**src/rtl/in_net_pkg.sv**
```systemverilog
// Shared types and the round-robin lane picker for the inbound dispatch network.
package in_net_pkg;
  localparam int WIDTH     = 10;
  localparam int MAX_LANES = 32;
  localparam int LANE_W    = 5;

  typedef logic [WIDTH-1:0]  tag_t;
  typedef logic [LANE_W-1:0] lane_t;
  typedef logic [LANE_W:0]   lane_ext_t;

  typedef struct packed {
    logic  found;
    lane_t idx;
  } rr_sel_t;

  // First non-full lane scanning upward from rr, wrapping at n.
  function automatic rr_sel_t rr_select(input logic [MAX_LANES-1:0] full_vec,
                                        input lane_t rr, input int n);
    rr_sel_t   r;
    lane_ext_t j;
    r = '0;
    for (int k = 0; k < MAX_LANES; k++) begin
      if (k < n) begin
        j = {1'b0, rr} + lane_ext_t'(k);
        if (j >= lane_ext_t'(n)) j = j - lane_ext_t'(n);
        if (!r.found && !full_vec[j[LANE_W-1:0]]) begin
          r.found = 1'b1;
          r.idx   = j[LANE_W-1:0];
        end
      end
    end
    return r;
  endfunction
endpackage

```
**src/rtl/in_lane_fifo.sv**
```systemverilog
// Per-lane FIFO with registered flags and a registered head word that holds
// its last value once the lane drains.
module in_lane_fifo #(
  parameter int width = 10,
  parameter int depth = 4
) (
  input  logic             clock,
  input  logic             resetn,
  input  logic [width-1:0] data,
  input  logic             wrreq,
  input  logic             rdreq,
  output logic [width-1:0] q,
  output logic             empty,
  output logic             full
);
  localparam int          AW       = $clog2(depth);
  localparam logic [AW:0] CNT_ONE  = (AW+1)'(1);
  localparam logic [AW:0] CNT_FULL = (AW+1)'(depth);

  logic [width-1:0] r_mem [depth];
  logic [AW-1:0]    r_wp, r_rp;
  logic [AW:0]      r_cnt;
  logic             r_empty, r_full;
  logic [width-1:0] r_q;

  logic             w_wr, w_rd;
  logic [AW-1:0]    w_rp1;
  logic [AW:0]      w_cnt_nxt;

  assign w_wr  = wrreq & ~r_full;
  assign w_rd  = rdreq & ~r_empty;
  assign w_rp1 = r_rp + AW'(1);

  always_comb begin
    w_cnt_nxt = r_cnt;
    if (w_wr && !w_rd)      w_cnt_nxt = r_cnt + CNT_ONE;
    else if (w_rd && !w_wr) w_cnt_nxt = r_cnt - CNT_ONE;
  end

  always_ff @(posedge clock) begin
    if (w_wr) r_mem[r_wp] <= data;
  end

  always_ff @(posedge clock or negedge resetn) begin
    if (!resetn) begin
      r_wp    <= '0;
      r_rp    <= '0;
      r_cnt   <= '0;
      r_empty <= 1'b1;
      r_full  <= 1'b0;
      r_q     <= '0;
    end else begin
      if (w_wr) r_wp <= r_wp + AW'(1);
      if (w_rd) r_rp <= w_rp1;
      r_cnt   <= w_cnt_nxt;
      r_empty <= (w_cnt_nxt == '0);
      r_full  <= (w_cnt_nxt == CNT_FULL);
      // Head reloads from the incoming word when it lands at the front,
      // otherwise from the next stored entry; a pop to empty holds it.
      if (w_wr && (r_empty || (w_rd && r_cnt == CNT_ONE))) r_q <= data;
      else if (w_rd && r_cnt > CNT_ONE)                      r_q <= r_mem[w_rp1];
    end
  end

  assign q     = r_q;
  assign empty = r_empty;
  assign full  = r_full;
endmodule

```
**src/rtl/in_dispatch_network.sv**
```systemverilog
// Round-robin dispatch of one tag stream across ncount independent lane FIFOs.
module in_dispatch_network
  import in_net_pkg::*;
#(
  parameter int ncount = 8,
  parameter int depth  = 4,
  parameter int width  = WIDTH
) (
  input  logic              clock,
  input  logic              resetn,
  input  logic [width-1:0]  tag_data,
  input  logic              tag_valid,
  output logic              tag_ready,
  output logic [width-1:0]  datain [ncount-1:0],
  output logic [ncount-1:0] din_valid,
  input  logic [ncount-1:0] din_ack,
  output logic [15:0]       words_in,
  output logic              idle
);
  logic [ncount-1:0]    w_full, w_empty, w_wr;
  logic [MAX_LANES-1:0] w_full_ext;
  rr_sel_t              w_sel;
  lane_t                w_nxt;
  logic                 w_acc;
  lane_t                r_rr;
  logic [15:0]          r_words;

  always_comb begin
    w_full_ext             = '0;
    w_full_ext[ncount-1:0] = w_full;
    w_sel                  = rr_select(w_full_ext, r_rr, ncount);
  end

  assign tag_ready = resetn & w_sel.found;
  assign w_acc     = tag_valid & tag_ready;
  assign w_nxt     = (w_sel.idx == lane_t'(ncount-1)) ? '0 : w_sel.idx + lane_t'(1);

  always_ff @(posedge clock or negedge resetn) begin
    if (!resetn) begin
      r_rr    <= '0;
      r_words <= '0;
    end else if (w_acc) begin
      r_rr    <= w_nxt;
      r_words <= r_words + 16'd1;
    end
  end

  for (genvar g = 0; g < ncount; g++) begin : g_lane
    assign w_wr[g] = w_acc && (w_sel.idx == lane_t'(g));
    in_lane_fifo #(.width(width), .depth(depth)) u_lane (
      .clock  (clock),
      .resetn (resetn),
      .data   (tag_data),
      .wrreq  (w_wr[g]),
      .rdreq  (din_ack[g]),
      .q      (datain[g]),
      .empty  (w_empty[g]),
      .full   (w_full[g])
    );
  end

  assign din_valid = ~w_empty;
  assign idle      = &w_empty;
  assign words_in  = r_words;
endmodule

```
**config.mk**
```make
export PLATFORM = sky130hd
export DESIGN_NAME = in_dispatch_network
export DESIGN_NICKNAME = d
export VERILOG_FILES = /design/src/rtl/in_net_pkg.sv /design/src/rtl/in_lane_fifo.sv /design/src/rtl/in_dispatch_network.sv
export SDC_FILE = /design/constraint.sdc
export NUM_CORES = 1
export LEC_CHECK = 0
export ABC_CLOCK_PERIOD_IN_PS = 4810
export CAP_MARGIN = 20
export CORE_UTILIZATION = 25
export CTS_CLUSTER_DIAMETER = 30
export DETAILED_ROUTE_END_ITERATION = 10
export MAX_ROUTING_LAYER = met4
export PLACE_DENSITY_LB_ADDON = 0.12
export SYNTH_ARGS = -nofsm -noshare
export SYNTH_HDL_FRONTEND = slang
export SYNTH_HIERARCHICAL = 1
export SYNTH_SLANG_ARGS = --single-unit
```
**constraint.sdc**
```tcl
create_clock -name clock -period 4.81 [get_ports clock]
set_input_delay 0.962 -clock clock [delete_from_list [all_inputs] [get_ports clock]]
set_output_delay 0.962 -clock clock [all_outputs]
set_load 0.03 [all_outputs]
```
; ---- Word-level counts from Yosys, hierarchy flattened
; Memories as Yosys holds them, arrays and structs flattened.
; Cells that the tools add are included.
[totals]
reg_bits = 173
ramBits = 320
input_bits = 21
mem_count = 8
[mem_list]
columns = name, depth, word_bits, read_ports, rd_clocked_by_memory_dff, wr, line
row1 = g_lane[0].u_lane.r_mem, 4, 10, 1, 0, 1, in_lane_fifo.sv:20  ; logic [width-1:0] r_mem [depth];
row2 = g_lane[1].u_lane.r_mem, 4, 10, 1, 0, 1, in_lane_fifo.sv:20
row3 = g_lane[2].u_lane.r_mem, 4, 10, 1, 0, 1, in_lane_fifo.sv:20
row4 = g_lane[3].u_lane.r_mem, 4, 10, 1, 0, 1, in_lane_fifo.sv:20
row5 = g_lane[4].u_lane.r_mem, 4, 10, 1, 0, 1, in_lane_fifo.sv:20
row6 = g_lane[5].u_lane.r_mem, 4, 10, 1, 0, 1, in_lane_fifo.sv:20
row7 = 2 more memories, --, --, --, --, --, --
[op_classes]
add_sub_neg = 49
magnitude_cmp = 24
n_eq_ne = 23
mux = 81
n_bitwise = 35
reduce_logical = 111
[op_table]
columns = operator, count
row1 = two-way mux 10 bit, 16
row2 = logical AND 1 bit, 55
row3 = less-than comparator 5 x 6 -> 1 bit (second input constant), 8
row4 = two-way mux 3 bit, 16
row5 = two-way mux 6 bit, 8
row6 = two-way mux 5 bit, 9
row7 = greater-or-equal comparator 6 x 4 -> 1 bit (second input constant), 7
row8 = binary-select mux 1 bit (select 5 bit), 8
row9 = subtractor 5 x 4 -> 5 bit (second input constant), 8
row10 = adder 2 x 1 -> 2 bit (second input constant), 16
row11 = zero test 1 bit, 30
row12 = adder 3 x 1 -> 3 bit (second input constant), 8
row13 = adder 5 x 3 -> 6 bit (second input constant), 4
row14 = == test 3 x 1 -> 1 bit (second input constant), 8
row15 = == test 3 bit (second input constant), 8
row16 = > comparator 3 x 1 -> 1 bit (second input constant), 8
row17 = zero test 3 bit, 8
row18 = two-way mux 1 bit, 24
row19 = subtractor 3 x 1 -> 3 bit (second input constant), 8
row20 = == test 5 x 3 -> 1 bit (second input constant), 4
row21 = AND 1 bit, 18
row22 = adder 16 x 1 -> 16 bit (second input constant), 1
row23 = inverter 1 bit, 16
row24 = nonzero test 2 bit, 8
row25 = other kinds (10), 19

; ---- Logic depth before layout (Yosys ltp)
[logic_depth]
word_depth = 35
ltp_mapped = 23

; ---- Cells and area by module
; Netlist, hierarchy kept.
[by_module_without_submodules]
columns = module, n_inst, cells_per_inst, area_each_um2
row1 = in_lane_fifo (g_lane[0].u_lane ...), 6, 148, 2496.1
row2 = in_dispatch_network, 1, 366, 3012.9
row3 = in_lane_fifo (g_lane[1].u_lane), 1, 159, 2467.4
row4 = in_lane_fifo (g_lane[4].u_lane), 1, 158, 2439.8

; ---- Worst setup path before layout
; Ideal clock, no wire load.
[synth_timing]
kind = flip-flop to flip-flop
start = register r_rr[1]
end = register g_lane[7].u_lane.r_full
t_arrival_ns = 4.510
required_ns = 4.690
setup_slack_ns = 0.180
stages_incl_launch_ff = 21
n_path_buf = 3
synth_period_minus_slack_ns = 4.630
path_cell_list = dfrtp_1 > inv_1 > clkbuf_1 > ha_1 > buf_2 > mux2_2 > mux2i_1 > o21ai_1 > nand4_4 > nor4b_1 > a2111oi_0 > a32oi_1 > inv_1 > ha_1 > inv_1 > nor2_1 > nor2b_4 > buf_6 > maj3_2 > o221ai_2 > and3b_1
[synth_via]
elab_chain_len = 35
elab_cells_between_ends = 87
classes_between = 15 x add/sub / 8 x order compare / 2 x eq/ne / 34 x mux / 3 x bitwise / 25 x reduce/logical
[synth_rtl]
columns = item, line
row1 = "start, declared", in_dispatch_network.sv:25  ; lane_t r_rr;
row2 = "start signal, assigned", in_dispatch_network.sv:43  ; r_rr <= w_nxt;
row3 = adder 5 x 1 -> 6 bit (tied with other cells), in_net_pkg.sv:24  ; j = {1'b0, rr} + lane_ext_t'(k);
row4 = subtractor 5 x 4 -> 5 bit (tied with other cells), in_net_pkg.sv:25  ; if (j >= lane_ext_t'(n)) j = j - lane_ext_t'(n);
row5 = two-way mux 5 bit or binary-select mux 1 bit (select 5 bit) (tied branches), "in_net_pkg.sv:25, in_net_pkg.sv:26"
row6 = binary-select mux 1 bit (select 5 bit) or two-way mux 1 bit (tied branches), in_net_pkg.sv:26  ; if (!r.found && !full_vec[j[LANE_W-1:0]]) begin
row7 = two-way mux 1 bit (implied by the code) or two-way mux 6 bit (tied branches), in_net_pkg.sv:26
row8 = zero test 1 bit, in_net_pkg.sv:26
row9 = logical AND 1 bit, in_net_pkg.sv:26
row10 = two-way mux 6 bit, in_net_pkg.sv:26
row11 = (+20 left out), --
row12 = logical AND 1 bit *, in_dispatch_network.sv:49  ; assign w_wr[g] = w_acc && (w_sel.idx == lane_t'(g));
row13 = via w_wr[7], in_dispatch_network.sv:20  ; logic [ncount-1:0] w_full, w_empty, w_wr;
row14 = AND 1 bit *, in_lane_fifo.sv:30  ; assign w_wr = wrreq & ~r_full;
row15 = zero test 1 bit, in_lane_fifo.sv:37  ; else if (w_rd && !w_wr) w_cnt_nxt = r_cnt - CNT_ONE;
row16 = logical AND 1 bit, in_lane_fifo.sv:37
row17 = two-way mux 3 bit, in_lane_fifo.sv:37
row18 = two-way mux 3 bit *, in_lane_fifo.sv:36  ; if (w_wr && !w_rd) w_cnt_nxt = r_cnt + CNT_ONE;
row19 = == test 3 bit *, in_lane_fifo.sv:57  ; r_full <= (w_cnt_nxt == CNT_FULL);
row20 = "end signal, assigned", in_lane_fifo.sv:57
row21 = "end, declared", in_lane_fifo.sv:23  ; logic r_empty, r_full;
; Mark *: on every way through the listed nets, which the timed path passes. The rest lies on a longest branch. The select of a mux whose other input is x is not followed.
; A chain may end at the register's enable or synchronous reset.

; ---- Worst setup path in the final report
[layout_timing]
start = register r_rr[0]
end = register g_lane[2].u_lane.r_full
[layout_via]
elab_chain_len = 35
elab_cells_between_ends = 87
classes_between = 15 x add/sub / 8 x order compare / 2 x eq/ne / 34 x mux / 3 x bitwise / 25 x reduce/logical
[layout_rtl]
columns = item, line
row1 = adder 5 x 1 -> 6 bit (tied with other cells), in_net_pkg.sv:24
row2 = subtractor 5 x 4 -> 5 bit (tied with other cells), in_net_pkg.sv:25
row3 = two-way mux 5 bit or binary-select mux 1 bit (select 5 bit) (tied branches), "in_net_pkg.sv:25, in_net_pkg.sv:26"
row4 = binary-select mux 1 bit (select 5 bit) or two-way mux 1 bit (tied branches), in_net_pkg.sv:26
row5 = two-way mux 1 bit (implied by the code) or two-way mux 6 bit (tied branches), in_net_pkg.sv:26
row6 = zero test 1 bit, in_net_pkg.sv:26
row7 = logical AND 1 bit, in_net_pkg.sv:26
row8 = two-way mux 6 bit, in_net_pkg.sv:26
row9 = (+20 left out), --
row10 = logical AND 1 bit *, in_dispatch_network.sv:49
row11 = via w_wr[2], in_dispatch_network.sv:20
row12 = AND 1 bit *, in_lane_fifo.sv:30
row13 = zero test 1 bit, in_lane_fifo.sv:37
row14 = logical AND 1 bit, in_lane_fifo.sv:37
row15 = two-way mux 3 bit, in_lane_fifo.sv:37
row16 = two-way mux 3 bit *, in_lane_fifo.sv:36
row17 = == test 3 bit *, in_lane_fifo.sv:57
row18 = "end signal, assigned", in_lane_fifo.sv:57
row19 = "end, declared", in_lane_fifo.sv:23
; Marks and branches as above.

==> results.md <==
- Run status: complete, no violations
- Static leakage: 12.0 nW
- Clk network pwr share: 40.7%
- Pwr Density: 734 nW/um2
- Hold Crit Class: flop to flop
- Yosys reg bits: 493
- Avg WL per Cell: 19.5 um
- Compound-Gate Fraction of Synth Area: 6.79%
- Routability-driven placement congestion ratio: 0.851
- Number of buffers created by CTS: 142
- Gate Count Post-Synth: 1571
- Layout cells sized above 1: 26.8%
- Clk_skew: 0.0268 ns
- Post-Synth Simple-Gate Area: 9.81%
- Synth Warn #: 6
- FF-to-FF path depth: 20
- Ys flop type: edfxtp_1
- Crit-path max FO: 10
- Max-slew headroom: 29.9%
- Peak VDD IR: 399 uV
- Largest cells by area after synthesis: edfxtp_1 (42%), dfrtp_1 (18%), mux4_2 (8.5%), ha_1 (4.2%), mux2i_1 (3.0%)
- Mux cell area share after synthesis: 12.0%
- Initial antenna violation count: 4
- CP Launch Type: flop
- Via count: 14.2k
- Final period util: 95.9%
- DIE WIDTH: 305 um
- Bufs and invs on worst path: 7
- CTS Root Cell: clkbuf_16
- Fin Setup TNS: 0 ns
- Min-Delay Endpoint: words_in[15]$_DFFE_PN0P_
- Cell count after placement: 2901
- Hold_sp: words_in[15]$_DFFE_PN0P_
- WL final: 61900 um
- Final nets: 1975
- FILL cells: 8755
- Top achievable clock speed: 217 MHz
- # clock sinks: 493
- Switching Share: 33.0%
- Area leader, netlist: edfxtp_1
- Antenna viol nets, final: 0
- DP HPWL: 39400 um
- Rows: 110
- Initial Utilization: 25.3%
- Synth Area in Adders: 4.60%
- Detailed router's first-iteration violation count: 769
- CP Class: flop to flop
- Cell-internal power: 0.0152 W
- Worst Path Required: 5.39 ns
- R2R Setup Slk: 0.20 ns
- Top cell type's share of synthesized area: 42.0%
- Hold_buf cts: 0
- Most used cell along the critical path: buf_4
- RSZ-0062 raised after global routing: no
- First-pass GRT wire length: 94000 um
- Post-Synth XOR/XNOR Area: 3.00%
- NetSw: 0.00749 W
- Via/cell ratio: 4.46
- Synth Net Count: 1669
- Clock Pin Slew Worst Setup and Hold Paths: 0.04 ns
- Global route total overflow: 0
- Sequential Power Share: 27.8%
- Max-slew violations: 0
- Crit path capture type: flop
- MaxCap Viol Count: 0
- Pwr Total: 0.0227 W
- CTS tree: built
- Logic pwr share: 31.5%
- Worst r2r src: r_rr[0]$_DFFE_PN0P_
- Fin. Hold Viols: 0
- Core box area: 90400 um2
- I/O pin count: 127
- Critical path depth: 20
- Post-route minimum period: 4.61 ns
- Largest net degree at the start of global routing: 117
- Vias in the first global route: 15.1k
- Worst R2R End: g_lane[2].u_lane/full$_DFF_PN0_
- FF+latch area: 13900 um2
- CP cell instances: buf_4 > buf_4 > mux2i_1 > mux4_2 > nor3_2 > nand4_4 > buf_4 > nor3_4 > nand2_1 > a221o_1 > buf_4 > ha_1 > inv_1 > buf_4 > nor2_2 > nor2b_4 > buf_4 > and3_1 > or3_1 > and3b_1
- Largest family of logic cells by synthesized area: multiplexers
- Remaining DRCs: 0
- Setup-failing EPs final: 0
- Cell family with most CP delay: simple AND/OR/NAND/NOR gates
- DIE HEIGHT: 305 um
- Worst path max stage delay: 0.57 ns
- Worst skew pair latency: 0.72 ns
- Die area: 92800 um2
- Total GRT Usage: 14.0%
- Crit path DAT: 5.20 ns
- Multi-input combinational cell area: 8320 um2
- Iteration count of the initial detailed-routing pass: 8
- # H-tree levels: 4
- FFs w/ async S/R, synth: 35.1%
- Post-synth EDFFs: 320
- IO buf count: 126
- Syn_area_per_cell: 14.6 um2
- Synth unique cells: 94
- Sequential element share of the synthesized area: 60.9%
- Slowest-stage cell, CP: mux4_2
- Fin cells: 3177
- Clock Tree Buf Depth: 3
- Hold depth: 1
- Area of the mapped netlist: 22900 um2
- P&R area growth vs syn: 35.3%
- Worst Tran Pin Value: 1.05 ns
==> how the worst max path moves through the flow <==
stage / from / endpoint / slack [ns]
finish: r_rr[0]$_DFFE_PN0P_ / g_lane[2].u_lane/full$_DFF_PN0_ / 0.20
global route: r_rr[0]$_DFFE_PN0P_ / g_lane[0].u_lane/full$_DFF_PN0_ / 0.01
CTS: r_rr[0]$_DFFE_PN0P_ / g_lane[2].u_lane/full$_DFF_PN0_ / 0.07
detailed placement: r_rr[0]$_DFFE_PN0P_ / g_lane[2].u_lane/full$_DFF_PN0_ / 0.11
global placement: r_rr[0]$_DFFE_PN0P_ / g_lane[2].u_lane/full$_DFF_PN0_ / 0.05
floorplan: r_rr[1]$_DFFE_PN0P_ / g_lane[7].u_lane/full$_DFF_PN0_ / 0.18
==> placed cells by master, fill, tap and decap left out, types with 9 or more instances in the layout <==
master	n
edfxtp_1	320
dfrtp_1	165
clkbuf_16	145
clkdlybuf4s50_1	114
nor2_1	107
a21oi_1	93
nand2_1	88
mux4_2	86
buf_4	83
ha_1	77
mux2i_1	68
inv_1	64
xnor2_1	49
o21ai_0	30
clkinv_2	27
clkbuf_1	27
o21ai_1	24
and2_2	24
a31oi_1	22
clkinv_1	19
and2_1	19
nand3_1	18
and3b_1	18
bufinv_16	17
buf_12	17
and3_1	16
o22ai_1	12
nor3_1	11
nand2b_1	10
buf_2	10
or3_1	9
==> logic make-up (layout without fill, tap and decap cells) <==
group / after synthesis / after routing
compound gates: 245 / 245
simple gates: 391 / 391
buf+inv: 129 / 555
other cells: 0 / 4
mux: 164 / 164
flops: 493 / 493
fa+ha+maj: 85 / 85
xor+xnor: 64 / 64
==> cell type report <==
cell class                 instances  area share, %
sequential                       493           45.0
multi-input combinational        949           26.9
clock buffer                     179           12.4
timing repair buffer             225           7.00
tap                             1176           4.75
clock inverter                    85           3.16
inverter                          66          0.800
antenna                            4         0.0323
==> cells in the mapped netlist, types with 9 or more instances <==
library cell	instances
a21oi_1	93
a31oi_1	22
and2_1	19
and2_2	24
and3_1	16
and3b_1	18
buf_2	17
buf_4	9
buf_6	15
clkbuf_1	19
dfrtp_1	165
edfxtp_1	320
ha_1	77
inv_1	64
mux2i_1	68
mux4_2	86
nand2_1	88
nand2b_1	10
nand3_1	18
nor2_1	109
nor3_1	13
o21ai_0	31
o21ai_1	25
o22ai_1	12
or3_1	9
xnor2_1	49
==> state kept, by name, indices dropped and copies added (netlist names) <==
| name | flops |
|---|---|
| words_in | 16 |
| g_lane.u_lane/r_rp | 16 |
| g_lane.u_lane/full | 8 |
| g_lane.u_lane/r_mem | 320 |
| g_lane.u_lane/r_cnt | 24 |
| r_rr | 5 |
| g_lane.u_lane/r_wp | 16 |
| g_lane.u_lane/empty | 8 |
| g_lane.u_lane/q | 80 |
==> stage by stage <==
stage	util [%]	worst slack, ns	cell area (um2)	hold slack [ns]
floorplan	-	0.180	22900	0.529
global placement	28.8	0.0477	26100	0.458
detailed placement	28.8	0.111	26100	0.464
CTS	34.1	0.0724	30900	0.468
global route	34.2	0.0121	31000	0.512
finish	34.3	0.198	31000	0.459
==> power by group through the flow <==
stage	Sequential [W]	Combinational [W]	Clock, W
2_1_floorplan	0.00653	0.00445	0
3_3_place_gp	0.00644	0.00712	0
3_5_place_dp	0.00644	0.00715	0
4_1_cts	0.00639	0.00719	0.00947
5_1_grt	0.00649	0.00777	0.00970
6_report	0.00633	0.00715	0.00925
==> what timing repair did <==
| item | 4_1_cts | 5_1_grt |
|---|---|---|
| setup buffers | 0 | 8 |
| gates resized for setup | 0 | 9 |
| setup endpoints to repair | 0 | 265 |
| hold endpoints to repair | 0 | 0 |
==> metal layers <==
layer  up-vias  track usage (%)  wire (um)
met3       126             3.45       2730
met2       369             21.4      29100
met4         0             6.14       1680
met5         -                -          0
li1       6584                -          -
met1      7087             17.4      28400
(Power assumes the default switching activity.)
